<file path="src/rtl/mem_line_ctrl.sv">
// mem_line_ctrl: two-port cache line transfer controller and arbiter
// Optional round-robin arbitration: define MEM_LINE_CTRL_RR_EN.
module mem_line_ctrl #(
  parameter int ADDR_W         = 28,
  parameter int WORDS_PER_LINE = 4,
  parameter int ACCESS_LAT     = 2,
  localparam int LINE_W        = 32 * WORDS_PER_LINE
) (
  input  logic              clk,
  input  logic              rst,
  input  logic              r0_req,
  input  logic              r0_we,
  input  logic [ADDR_W-1:0] r0_addr,
  input  logic [LINE_W-1:0] r0_wline,
  output logic              r0_gnt,
  output logic              r0_done,
  output logic [LINE_W-1:0] r0_rline,
  input  logic              r1_req,
  input  logic              r1_we,
  input  logic [ADDR_W-1:0] r1_addr,
  input  logic [LINE_W-1:0] r1_wline,
  output logic              r1_gnt,
  output logic              r1_done,
  output logic [LINE_W-1:0] r1_rline,
  output logic [ADDR_W-1:0] mem_addr,
  output logic              mem_we,
  output logic [31:0]       mem_wdata,
  input  logic [31:0]       mem_rdata,
  output logic              busy
);

  localparam int OFF_W = $clog2(WORDS_PER_LINE);
  localparam int LC_W  = (ACCESS_LAT > 1) ? $clog2(ACCESS_LAT) : 1;
  localparam logic [LC_W-1:0]   LC_LAST  = LC_W'(ACCESS_LAT - 1);
  localparam logic [OFF_W-1:0]  WC_LAST  = OFF_W'(WORDS_PER_LINE - 1);
  localparam logic [ADDR_W-1:0] OFF_MASK = ADDR_W'(WORDS_PER_LINE - 1);
  localparam logic              LAT1     = (ACCESS_LAT == 1);

  typedef enum logic [1:0] {
    IDLE,
    ACCESS,
    DONE
  } state_e;

  state_e            state_q;
  logic [OFF_W-1:0]  wc_q;
  logic [LC_W-1:0]   lc_q;
  logic              we_q;
  logic              own_q;
  logic [ADDR_W-1:0] base_q;
  logic [LINE_W-1:0] wline_q;
  logic [LINE_W-1:0] line_q;
  logic              r0_gnt_q;
  logic              r1_gnt_q;
  logic              r0_done_q;
  logic              r1_done_q;
  logic [LINE_W-1:0] r0_rline_q;
  logic [LINE_W-1:0] r1_rline_q;
  logic [ADDR_W-1:0] mem_addr_q;
  logic              mem_we_q;
  logic [31:0]       mem_wdata_q;
  logic              busy_q;

`ifdef MEM_LINE_CTRL_RR_EN
  logic              ptr_q;
`endif

  logic              any_req;
  logic              win;
  logic              sel_we;
  logic [ADDR_W-1:0] sel_base;
  logic [LINE_W-1:0] sel_wline;
  logic [OFF_W-1:0]  wc_nx;
  logic [LC_W-1:0]   lc_nx;
  logic [LINE_W-1:0] line_d;
  logic [31:0]       wword_nx;

  // Arbitration: pick the requester to serve from IDLE
  always_comb begin
    any_req = r0_req | r1_req;
`ifdef MEM_LINE_CTRL_RR_EN
    win = (r0_req & r1_req) ? ~ptr_q : r1_req;
`else
    win = ~r0_req;
`endif
    sel_we    = win ? r1_we : r0_we;
    sel_base  = (win ? r1_addr : r0_addr) & ~OFF_MASK;
    sel_wline = win ? r1_wline : r0_wline;
  end

  // Word/latency counter increments and read-line assembly
  always_comb begin
    wc_nx    = wc_q + 1'b1;
    lc_nx    = lc_q + 1'b1;
    line_d   = line_q;
    line_d[{wc_q, 5'b0} +: 32] = mem_rdata;
    wword_nx = wline_q[{wc_nx, 5'b0} +: 32];
  end

  // Transfer FSM with registered bank-port and handshake outputs
  always_ff @(posedge clk or posedge rst) begin
    if (rst) begin
      state_q     <= IDLE;
      wc_q        <= '0;
      lc_q        <= '0;
      we_q        <= 1'b0;
      own_q       <= 1'b0;
      base_q      <= '0;
      wline_q     <= '0;
      line_q      <= '0;
      r0_gnt_q    <= 1'b0;
      r1_gnt_q    <= 1'b0;
      r0_done_q   <= 1'b0;
      r1_done_q   <= 1'b0;
      r0_rline_q  <= '0;
      r1_rline_q  <= '0;
      mem_addr_q  <= '0;
      mem_we_q    <= 1'b0;
      mem_wdata_q <= '0;
      busy_q      <= 1'b0;
`ifdef MEM_LINE_CTRL_RR_EN
      ptr_q       <= 1'b1;
`endif
    end else begin
      r0_gnt_q  <= 1'b0;
      r1_gnt_q  <= 1'b0;
      r0_done_q <= 1'b0;
      r1_done_q <= 1'b0;
      unique case (state_q)
        IDLE: begin
          if (any_req) begin
            state_q     <= ACCESS;
            own_q       <= win;
            we_q        <= sel_we;
            base_q      <= sel_base;
            wline_q     <= sel_wline;
            line_q      <= '0;
            wc_q        <= '0;
            lc_q        <= '0;
            r0_gnt_q    <= ~win;
            r1_gnt_q    <= win;
            busy_q      <= 1'b1;
            mem_addr_q  <= sel_base;
            mem_we_q    <= sel_we & LAT1;
            mem_wdata_q <= sel_we ? sel_wline[31:0] : 32'd0;
`ifdef MEM_LINE_CTRL_RR_EN
            ptr_q       <= win;
`endif
          end
        end
        ACCESS: begin
          if (lc_q == LC_LAST) begin
            lc_q <= '0;
            if (!we_q) begin
              line_q <= line_d;
            end
            if (wc_q == WC_LAST) begin
              state_q     <= DONE;
              r0_done_q   <= ~own_q;
              r1_done_q   <= own_q;
              mem_addr_q  <= '0;
              mem_we_q    <= 1'b0;
              mem_wdata_q <= '0;
              if (!we_q && !own_q) begin
                r0_rline_q <= line_d;
              end
              if (!we_q && own_q) begin
                r1_rline_q <= line_d;
              end
            end else begin
              wc_q        <= wc_nx;
              mem_addr_q  <= base_q | ADDR_W'(wc_nx);
              mem_we_q    <= we_q & LAT1;
              mem_wdata_q <= we_q ? wword_nx : 32'd0;
            end
          end else begin
            lc_q     <= lc_nx;
            mem_we_q <= we_q & (lc_nx == LC_LAST);
          end
        end
        DONE: begin
          state_q <= IDLE;
          busy_q  <= 1'b0;
        end
        default: begin
          state_q <= IDLE;
          busy_q  <= 1'b0;
        end
      endcase
    end
  end

  assign r0_gnt    = r0_gnt_q;
  assign r1_gnt    = r1_gnt_q;
  assign r0_done   = r0_done_q;
  assign r1_done   = r1_done_q;
  assign r0_rline  = r0_rline_q;
  assign r1_rline  = r1_rline_q;
  assign mem_addr  = mem_addr_q;
  assign mem_we    = mem_we_q;
  assign mem_wdata = mem_wdata_q;
  assign busy      = busy_q;

endmodule

</file>
<file path="config.mk">
export PLATFORM = sky130hd
export DESIGN_NAME = mem_line_ctrl
export DESIGN_NICKNAME = d
export VERILOG_FILES = /design/src/rtl/mem_line_ctrl.sv
export SDC_FILE = /design/constraint.sdc
export NUM_CORES = 1
export LEC_CHECK = 0
export ABC_AREA = 1
export CAP_MARGIN = 20
export CORE_AREA = 4 4 259 261
export CTS_BUF_LIST = sky130_fd_sc_hd__clkbuf_8
export DETAILED_ROUTE_END_ITERATION = 10
export DIE_AREA = 0 0 263 265
export GPL_ROUTABILITY_DRIVEN = 0
export GPL_TIMING_DRIVEN = 0
export PLACE_DENSITY_LB_ADDON = 0.05
export SYNTH_ARGS = -nofsm -noshare
export SYNTH_HDL_FRONTEND = slang
export SYNTH_SLANG_ARGS = --single-unit
export TNS_END_PERCENT = 1
</file>
<file path="constraint.sdc">
create_clock -name clk -period 28.9 [get_ports clk]
set_clock_uncertainty 0.05 [all_clocks]
set_input_delay 7.225 -clock clk [delete_from_list [all_inputs] [get_ports clk]]
set_output_delay 7.225 -clock clk [all_outputs]
set_load 0.005 [all_outputs]
</file>
==> flow_summary.yaml, run 1 <==
placed_design:
  dp.cells: 5156
  place_area_um2: 35800
  portBuffers: 667
  dp_hpwl_um: 84900
logic_synthesis:
  ys_warn_count: 0
  post-synth-top-area-cell: "dfrtp_1"
  synth-simple-area-share: 0.298
  synthArstFlopShare: 1.00
  synth_area_leaders: "dfrtp_1 55%, nand2_1 25%, o21ai_0 3.9%"
  synth.cell_area_um2: 27900
  synth-main-ff-cell: "dfrtp_1"
  yosysUniqueCellTypes: 27
  syn_inst: 3629
  synth_fp_nets: 3985
  synthAdderAreaFrac: 0.00269
  synth_seq_cells: 611
  synth_top_family_by_area: "simple AND/OR/NAND/NOR gates"
  yosys-top-cells-count: "1870 x nand2_1, 611 x dfrtp_1, 218 x o21ai_0"
  synth_edf_count: 0
  synth_mux_area_frac: 0
  synth_top_area_frac: 0.548
  synth-xor-area-share: 0
  synth-compound-area-share: 0.0858
  syn_area_per_cell_um2: 7.68
  ys_seq_area_frac: 0.548
  yosysMostFrequentCell: "nand2_1"
cells_and_area:
  syn2layout_area_growth_pct: 36.0
  drive_gt1_frac: 0.0683
  final_util: 0.588
  fin_cells: 5358
  nets: 4765
  fin_area_um2: 37900
clock_network:
  cts_buffers: 106
  clock_tree.root_cell: "clkbuf_8"
  cts_setup_buffers: 0
  path_clk_slew_ns: 0.06
  cts_resized: 0
  cts_sinks: 611
  htreeDepth: 3
  clockBufferDepth: 3
  clock_latency_ns: 0.72
  cts_hold_buf: 0
  cts_tree: "done"
drt:
  dr.pass1.iters: 6
  post_drt_wl_per_cell_um: 20.5
  postRouteAntennaNets: 0
  wl_um: 110000
  drtIter0Drc: 2215
  drc_errors: 0
  vias_per_cell: 5.07
  via_count: 27100
worst_setup_path:
  critPathRequiredTime_ns: 21.63
  critPathMaxStageDelay_ns: 0.69
  cp.depth: 1
  cp-start-kind: "register"
  startpoint: "mem_wdata[31]"
  r2r_setup_slack_ns: 25.26
  crit_slowest_cell: "clkdlybuf4s50_1"
  worst_ep_arrival_time_ns: 1.75
  reg2regPathDepth: 13
  r2r_end: "mem_wdata[12]"
  path_delay_family: "buffers and inverters"
  reg2reg_from: "wc_q[0]"
  worstSetupEndpointType: "output port"
  cp_cell_sequence: "clkdlybuf4s50_1"
  worstSetupEndpoint: "mem_wdata[31]"
  crit_buf_inv: 1
  critPathKind: "reg -> out"
  cp_max_fo: 2
power:
  p_int_mw: 2.41
  total_leakage_power_nw: 18.8
  p_sw_mw: 1.62
  seqPwrFrac: 0.361
  p_clk_frac: 0.195
  ir_worst_vdd_v: 0.0000522
  combPwrFrac: 0.444
  power_density_nw_per_um2: 106
  total_power_mw: 4.03
  switching_share: 0.403
sta:
  max_freq_mhz: 111
  period_needed_ns: 9.02
  hold_viol: 0
  maxSlewViolCount: 0
  rsz0062_at_grt: "no"
  min_period_over_period: 0.312
  setup_viol: 0
  maxSlewHeadroom: 0.459
  tightest_slew_ns: 0.812
  fin_setup_tns_ns: 0
global_route:
  gr-total-overflow: 0
  grt_pass1_wl_um: 163000
  track_usage: 0.305
  antenna_found_initial: 26
  grt_pass1_vias: 26700
  grt_start_max_net_pins: 129
floorplan:
  die_h_um: 265
  initial_core_util: 0.433
  core_region_area_um2: 64500
  rows: 93
  ios: 672
  dieArea_um2: 69700
  die_w_um: 263
hold_path:
  hp-start: "line_q[117]"
  hp-class: "reg -> reg"
flow_run:
  maxCapViolCount: 0
outcome:
  outcome: "finished, final reports clean"
## worst min-delay path by stage
stage / endpoint / slack, ns / cells after the start
after floorplan: line_q[100] / 0.39 / 2
after global placement: line_q[121] / 0.40 / 2
after detailed placement: line_q[108] / 0.41 / 2
after CTS: line_q[120] / 0.42 / 2
after global routing: line_q[98] / 0.44 / 2
final: line_q[117] / 0.42 / 2
## power by group through the flow
stage               clock, mW  combinational (mW)  sequential, mW
detailed placement          0                1.79            1.46
global placement            0                1.77            1.47
finish                  0.787                1.79            1.45
floorplan                   0               0.874            1.42
CTS                     0.799                1.80            1.45
global route            0.841                1.96            1.49
## sequential cells by signal, summed over array words and instances (netlist names)
name,cells
base_q,26
busy,1
lc_q,1
line_q,128
mem_addr,28
mem_wdata,32
mem_we,1
own_q,1
r0_done,1
r0_gnt,1
r0_rline,128
r1_done,1
r1_gnt,1
r1_rline,128
state_q,2
wc_q,2
we_q,1
wline_q,128
## cells by family after synthesis
group | count (synthesis)
simple gates | 2142
flops | 611
buf+inv | 440
compound gates | 430
fa+ha+maj | 6
## through the flow
| stage | hold WS (ns) | worst slack, ns |
|---|---|---|
| after global routing | 0.437 | 19.86 |
| after global placement | 0.403 | -3.35 |
| final | 0.421 | 19.88 |
| after floorplan | 0.392 | 4.52 |
| after detailed placement | 0.408 | 19.25 |
| after CTS | 0.422 | 19.83 |
## per-layer routing
| metal | vias up | global-route usage | routed length (µm) |
|---|---|---|---|
| li1 | 12900 | - | - |
| met3 | 192 | 0.0624 | 7550 |
| met1 | 13000 | 0.378 | 43700 |
| met2 | 1031 | 0.527 | 54300 |
| met5 | - | 0 | 43 |
| met4 | 8 | 0.119 | 4070 |
## cell type report
type,instances,area (µm²)
Antenna cell,20,50.0
Tap cell,855,1070
Multi-Input combinational cell,2578,10800
Clock buffer,136,1870
Buffer,228,1010
Timing Repair Buffer,672,6810
Sequential cell,611,15300
Inverter,212,803
Clock inverter,46,223
Fill cell,6188,26500
## cell usage in the layout (no fill, tap or decap), drive strengths merged, types with 2 or more instances in the layout
master,count
ha,6
a31oi,96
inv,249
nor4,2
clkinv,7
nor2,106
o21a,30
nand4,3
or2,26
o21ai,270
o22ai,32
nand3,131
clkinvlp,2
buf,125
nor3,2
nand2,1872
clkbuf,244
diode,20
clkdlybuf4s50,667
dfrtp,611
Power figures use the tool's default switching activity.
==> inputs of run 2 (changes only) <==
Settings changed: CORE_AREA 4 4 259 261 to 4 4 256 258, DIE_AREA 0 0 263 265 to 0 0 260 262.
Clock period 28.9 ns to 7.4 ns, I/O delays scaled along.
==> run 2 against run 1 <==
Against the previous run:
- flip-flop and latch count unchanged
- global-route usage grew 1.0 points
- count of clock-buffer cells in the layout rose by 4
- sequential power rose to 3.9 times the previous value
- via count about the same
- hold slack gained 0.00089 ns
- critical endpoint is now mem_wdata[12]
==> flow_summary.yaml, run 2 (synthesized netlist as in run 1, its figures left out) <==
worst_setup_path:
  worstSetupEndpointType: "register"
  r2r_setup_slack_ns: 3.70
  worstSetupEndpoint: "mem_wdata[12]"
  cp-start-kind: "register"
  critPathRequiredTime_ns: 7.98
  reg2reg_from: "wc_q[0]"
  reg2regPathDepth: 13
  worst_ep_arrival_time_ns: 4.28
  startpoint: "wc_q[0]"
  r2r_end: "mem_wdata[12]"
  cp_max_fo: 12
  critPathKind: "reg -> reg"
clock_network:
  cts_hold_buf: 0
  clockBufferDepth: 3
  cts_tree: "done"
  cts_buffers: 103
  cts_sinks: 611
  clock_tree.root_cell: "clkbuf_8"
  clock_latency_ns: 0.70
  path_clk_slew_ns: 0.06
  cts_resized: 0
  htreeDepth: 3
  cts_setup_buffers: 0
cells_and_area:
  final_util: 0.607
  final_cell_mix: "1870 x nand2_1, 667 x clkdlybuf4s50_1, 611 x dfrtp_1"
  final.fill_count: 5907
  fin_area_um2: 38200
  syn2layout_area_growth_pct: 37.2
  drive_gt1_frac: 0.0733
  nets: 4775
  layout_commonest_cell: "nand2_1"
drt:
  drc_errors: 0
  routed-wl-met2_um: 54200
  vias_per_cell: 5.06
  post_drt_wl_per_cell_um: 20.5
  postRouteAntennaNets: 0
  wl_um: 110000
  via_count: 27200
  dr.pass1.iters: 5
  dr_wl_met3_um: 7960
  dr.max_layer_used: "met5"
  wl_met1_um: 43200
  drtIter0Drc: 2040
sta:
  period_needed_ns: 3.70
  tightest_slew_ns: 0.930
  maxSlewHeadroom: 0.380
  max_freq_mhz: 270
  hold_viol: 0
  min_period_over_period: 0.500
  worst_hold_slack_ns: 0.422
  setup_viol: 0
  rsz0062_at_grt: "no"
  setup_slack_ns: 3.70
  maxSlewViolCount: 0
hold_path:
  hp-class: "reg -> reg"
outcome:
  outcome: "finished, final reports clean"
floorplan:
  initial_core_util: 0.443
  core_region_area_um2: 63000
  rows: 92
  die_w_um: 260
  die_h_um: 262
  ios: 672
  dieArea_um2: 68100
placed_design:
  dp_hpwl_um: 86200
  place_area_um2: 36000
  place_ws_ns: 3.13
  portBuffers: 667
power:
  p_int_mw: 9.53
  ir_worst_vdd_v: 0.000173
  p_sw_mw: 6.36
  total_power_mw: 15.9
  seqPwrFrac: 0.357
  p_clk_frac: 0.202
  combPwrFrac: 0.441
  switching_share: 0.400
  total_leakage_power_nw: 19.0
  power_density_nw_per_um2: 415
global_route:
  grt_pass1_vias: 26700
  grt_pass1_wl_um: 162000
  grt_start_max_net_pins: 43
  track_usage: 0.315
  antenna_found_initial: 25
  gr-total-overflow: 0
flow_run:
  maxCapViolCount: 0
[run 2: critical path, cell delays in order (launching register included)]
cell and delay [ns]:
dfrtp_1 0.45, buf_2 0.23, inv_2 0.16, buf_2 0.26
buf_2 0.39, ha_1 0.23, clkbuf_1 0.70, clkbuf_1 0.45
nand3_1 0.26, nand2_1 0.14, nand2_1 0.07, nand2_1 0.11
nand2_1 0.06, nand2_1 0.06
[run 2: how the worst min path moves through the flow]
stage	start	endpoint	slack (ns)	cells past startpoint
floorplan	line_q[100]	line_q[100]	0.39	2
global placement	line_q[98]	line_q[98]	0.40	2
detailed placement	line_q[96]	line_q[96]	0.41	2
CTS	line_q[51]	line_q[51]	0.42	2
global route	line_q[104]	line_q[104]	0.44	2
finish	line_q[106]	line_q[106]	0.42	2
[run 2: cell type report]
class	count	area, µm²	share of cell area
diodes	23	57.6	0.00150
clock inverters	47	275	0.00720
flip-flops and latches	611	15300	0.400
well taps	846	1060	0.0277
plain buffers	228	1010	0.0264
clock buffers	140	1930	0.0504
repair buffers	685	7040	0.184
multi-input cells	2578	10800	0.282
inverters	212	800	0.0209
[run 2: layer usage]
layer | GRT usage | vias to the layer above
met5 | 0 | -
met3 | 0.0717 | 228
met1 | 0.387 | 13000
met4 | 0.130 | 10
li1 | - | 12900
met2 | 0.540 | 957
[run 2: power groups by stage]
stage                     Clock [mW]  Combinational [mW]  Sequential (mW)
final                           3.21                7.00             5.68
after global placement             0                6.90             5.71
after CTS                       3.25                7.03             5.67
after floorplan                    0                3.41             5.56
after detailed placement           0                7.01             5.70
after global routing            3.40                7.70             5.82
[run 2: stage by stage]
step                      setup TNS [ns]  std cells
after floorplan                 -1733.46       3629
after global placement          -4254.14       5142
after detailed placement               0       5160
after CTS                              0       5347
after global routing                   0       5361
final                                  0       5370
==> inputs of run 3 (changes only) <==
Settings changed: CORE_AREA 4 4 256 258 to 4 4 259 261, DIE_AREA 0 0 260 262 to 0 0 263 265.
Clock period 7.4 ns to 3.47 ns, I/O delays scaled along.
==> run 3 against run 2 <==
Against the previous run:
- sequential share of layout area increased by 0.12 points
- final cell count decreased by 0.13%
- core utilization decreased by 1.6 points
- count of clock-buffer cells in the layout decreased by 6
- total power increased by 110%
- critical path depth decreased by 2
- combinational power increased by 110%
- worst setup slack got worse by 3.5 ns
- register-to-register slack got worse by 3.5 ns
- die area increased by 2.3%
- critical path type unchanged
- highest routed layer unchanged
==> flow_summary.yaml, run 3 (synthesized netlist as in run 1, its figures left out) <==
worst_setup_path:
  crit_slowest_cell: "dfrtp_1"
  critPathRequiredTime_ns: 4.06
  path_delay_family: "buffers and inverters"
  cp_cell_sequence: "buf_2, inv_2, buf_2, clkbuf_4, ha_1, inv_2, nand4_1, clkbuf_1, o21ai_1, nand2_1, nand2_1"
  startpoint: "wc_q[0]"
  reg2regPathDepth: 11
  r2r_end: "r1_rline[0]"
  worstSetupEndpointType: "register"
  crit_buf_inv: 6
  cp_max_fo: 12
  cp-start-kind: "register"
  r2r_setup_slack_ns: 0.21
  critPathKind: "reg -> reg"
  critPathMaxStageDelay_ns: 0.46
  cp.depth: 11
  reg2reg_from: "wc_q[0]"
  worst_ep_arrival_time_ns: 3.84
sta:
  tightest_slew_ns: 0.704
  setup_viol: 0
  maxSlewViolCount: 0
  fin_setup_tns_ns: 0
  maxSlewHeadroom: 0.526
  hold_viol: 0
  rsz0062_at_grt: "yes"
  setup_slack_ns: 0.213
  min_period_over_period: 0.938
  max_freq_mhz: 307
  period_needed_ns: 3.26
clock_network:
  clockBufferDepth: 3
  clock_tree.root_cell: "clkbuf_8"
  cts_sinks: 611
  path_clk_slew_ns: 0.06
  clock_latency_ns: 0.72
  cts_tree: "done"
  cts_setup_buffers: 0
  htreeDepth: 3
  cts_buffers: 103
cells_and_area:
  final.fill_count: 6194
  drive_gt1_frac: 0.0738
  final_cell_mix: "1870 x nand2_1, 667 x clkdlybuf4s50_1, 611 x dfrtp_1"
  nets: 4774
  seq_area_um2: 15300
  multiInputGateArea_um2: 10800
  layout_commonest_cell: "nand2_1"
  syn2layout_area_growth_pct: 36.8
global_route:
  grt_pass1_vias: 26800
  grt_start_max_net_pins: 43
  grt_pass1_wl_um: 164000
  track_usage: 0.307
  gr-total-overflow: 0
  antenna_found_initial: 16
floorplan:
  die_h_um: 265
  die_w_um: 263
  dieArea_um2: 69700
  core_region_area_um2: 64500
  rows: 93
  ios: 672
  initial_core_util: 0.433
placed_design:
  dp_hpwl_um: 86400
  place_ws_ns: -0.178
  portBuffers: 667
hold_path:
  hold_end: "line_q[99]"
  hp-class: "reg -> reg"
  min_path_cells: 2
  hp-start: "line_q[99]"
power:
  power_density_nw_per_um2: 885
  total_leakage_power_nw: 18.9
  ir_worst_vdd_v: 0.000314
drt:
  wl_um: 111000
  drtIter0Drc: 2217
  dr.pass1.iters: 5
  via_count: 27200
  postRouteAntennaNets: 0
  drc_errors: 0
  vias_per_cell: 5.06
  post_drt_wl_per_cell_um: 20.7
flow_run:
  maxCapViolCount: 0
outcome:
  outcome: "finished, final reports clean"
run 3: worst reg2reg max path: cells and delay by family (launching register included):
family / cells / cell delay, ns
buffers and inverters: 6 / 1.51
AND/OR/NAND/NOR: 3 / 0.50
flip-flops: 1 / 0.46
AO/OA/AOI/OAI: 1 / 0.40
adder cells (fa/ha/maj): 1 / 0.29
run 3: worst max path at each step:
stage	to	slack, ns
after floorplan	base_q[10]	-5.78
after global placement	mem_addr[12]	-10.02
after detailed placement	mem_wdata[11]	-0.18
after CTS	r1_rline[0]	-0.07
after global routing	r1_rline[6]	-0.08
final	r1_rline[0]	0.21
run 3: per-stage QoR:
| step | util | power (mW) | cell area, µm² | hold slack, ns | cells |
|---|---|---|---|---|---|
| final | 0.592 | 33.7 | 38100 | 0.424 | 5363 |
| after global routing | 0.592 | 35.9 | 38100 | 0.438 | 5362 |
| after CTS | 0.591 | 33.9 | 38100 | 0.424 | 5353 |
| after detailed placement | 0.558 | 27.2 | 36000 | 0.409 | 5168 |
| after global placement | 0.553 | 27.0 | 35600 | 0.403 | 5151 |
| after floorplan | - | 19.1 | 27900 | 0.392 | 3629 |
run 3: cell type report:
class	instances	area share
sequential	611	0.401
timing repair buffer	684	0.184
clock inverter	51	0.00705
buffer	228	0.0269
clock buffer	134	0.0484
antenna	10	0.000656
tap	855	0.0281
inverter	212	0.0210
multi-input combinational	2578	0.283
run 3: repair_timing:
item	4_1_cts	5_1_grt
hold endpoints to repair	0	0
setup endpoints to repair	84	284
hold buffers	0	0
resized for setup	11	35
run 3: layer usage:
| metal | GRT usage | up-vias | share of wire |
|---|---|---|---|
| li1 | - | 12900 | - |
| met1 | 0.380 | 13000 | 0.40 |
| met2 | 0.536 | 964 | 0.50 |
| met3 | 0.0661 | 205 | 0.070 |
| met4 | 0.108 | 14 | 0.037 |
| met5 | 0 | - | 0.00070 |
run 3: power by group:
part           switching, mW  internal, mW  total (mW)  leakage (nW)
combinational           8.65          6.38        15.0          10.3
clock                   3.10          3.53        6.63          1.22
sequential              1.86          10.2        12.1          7.43
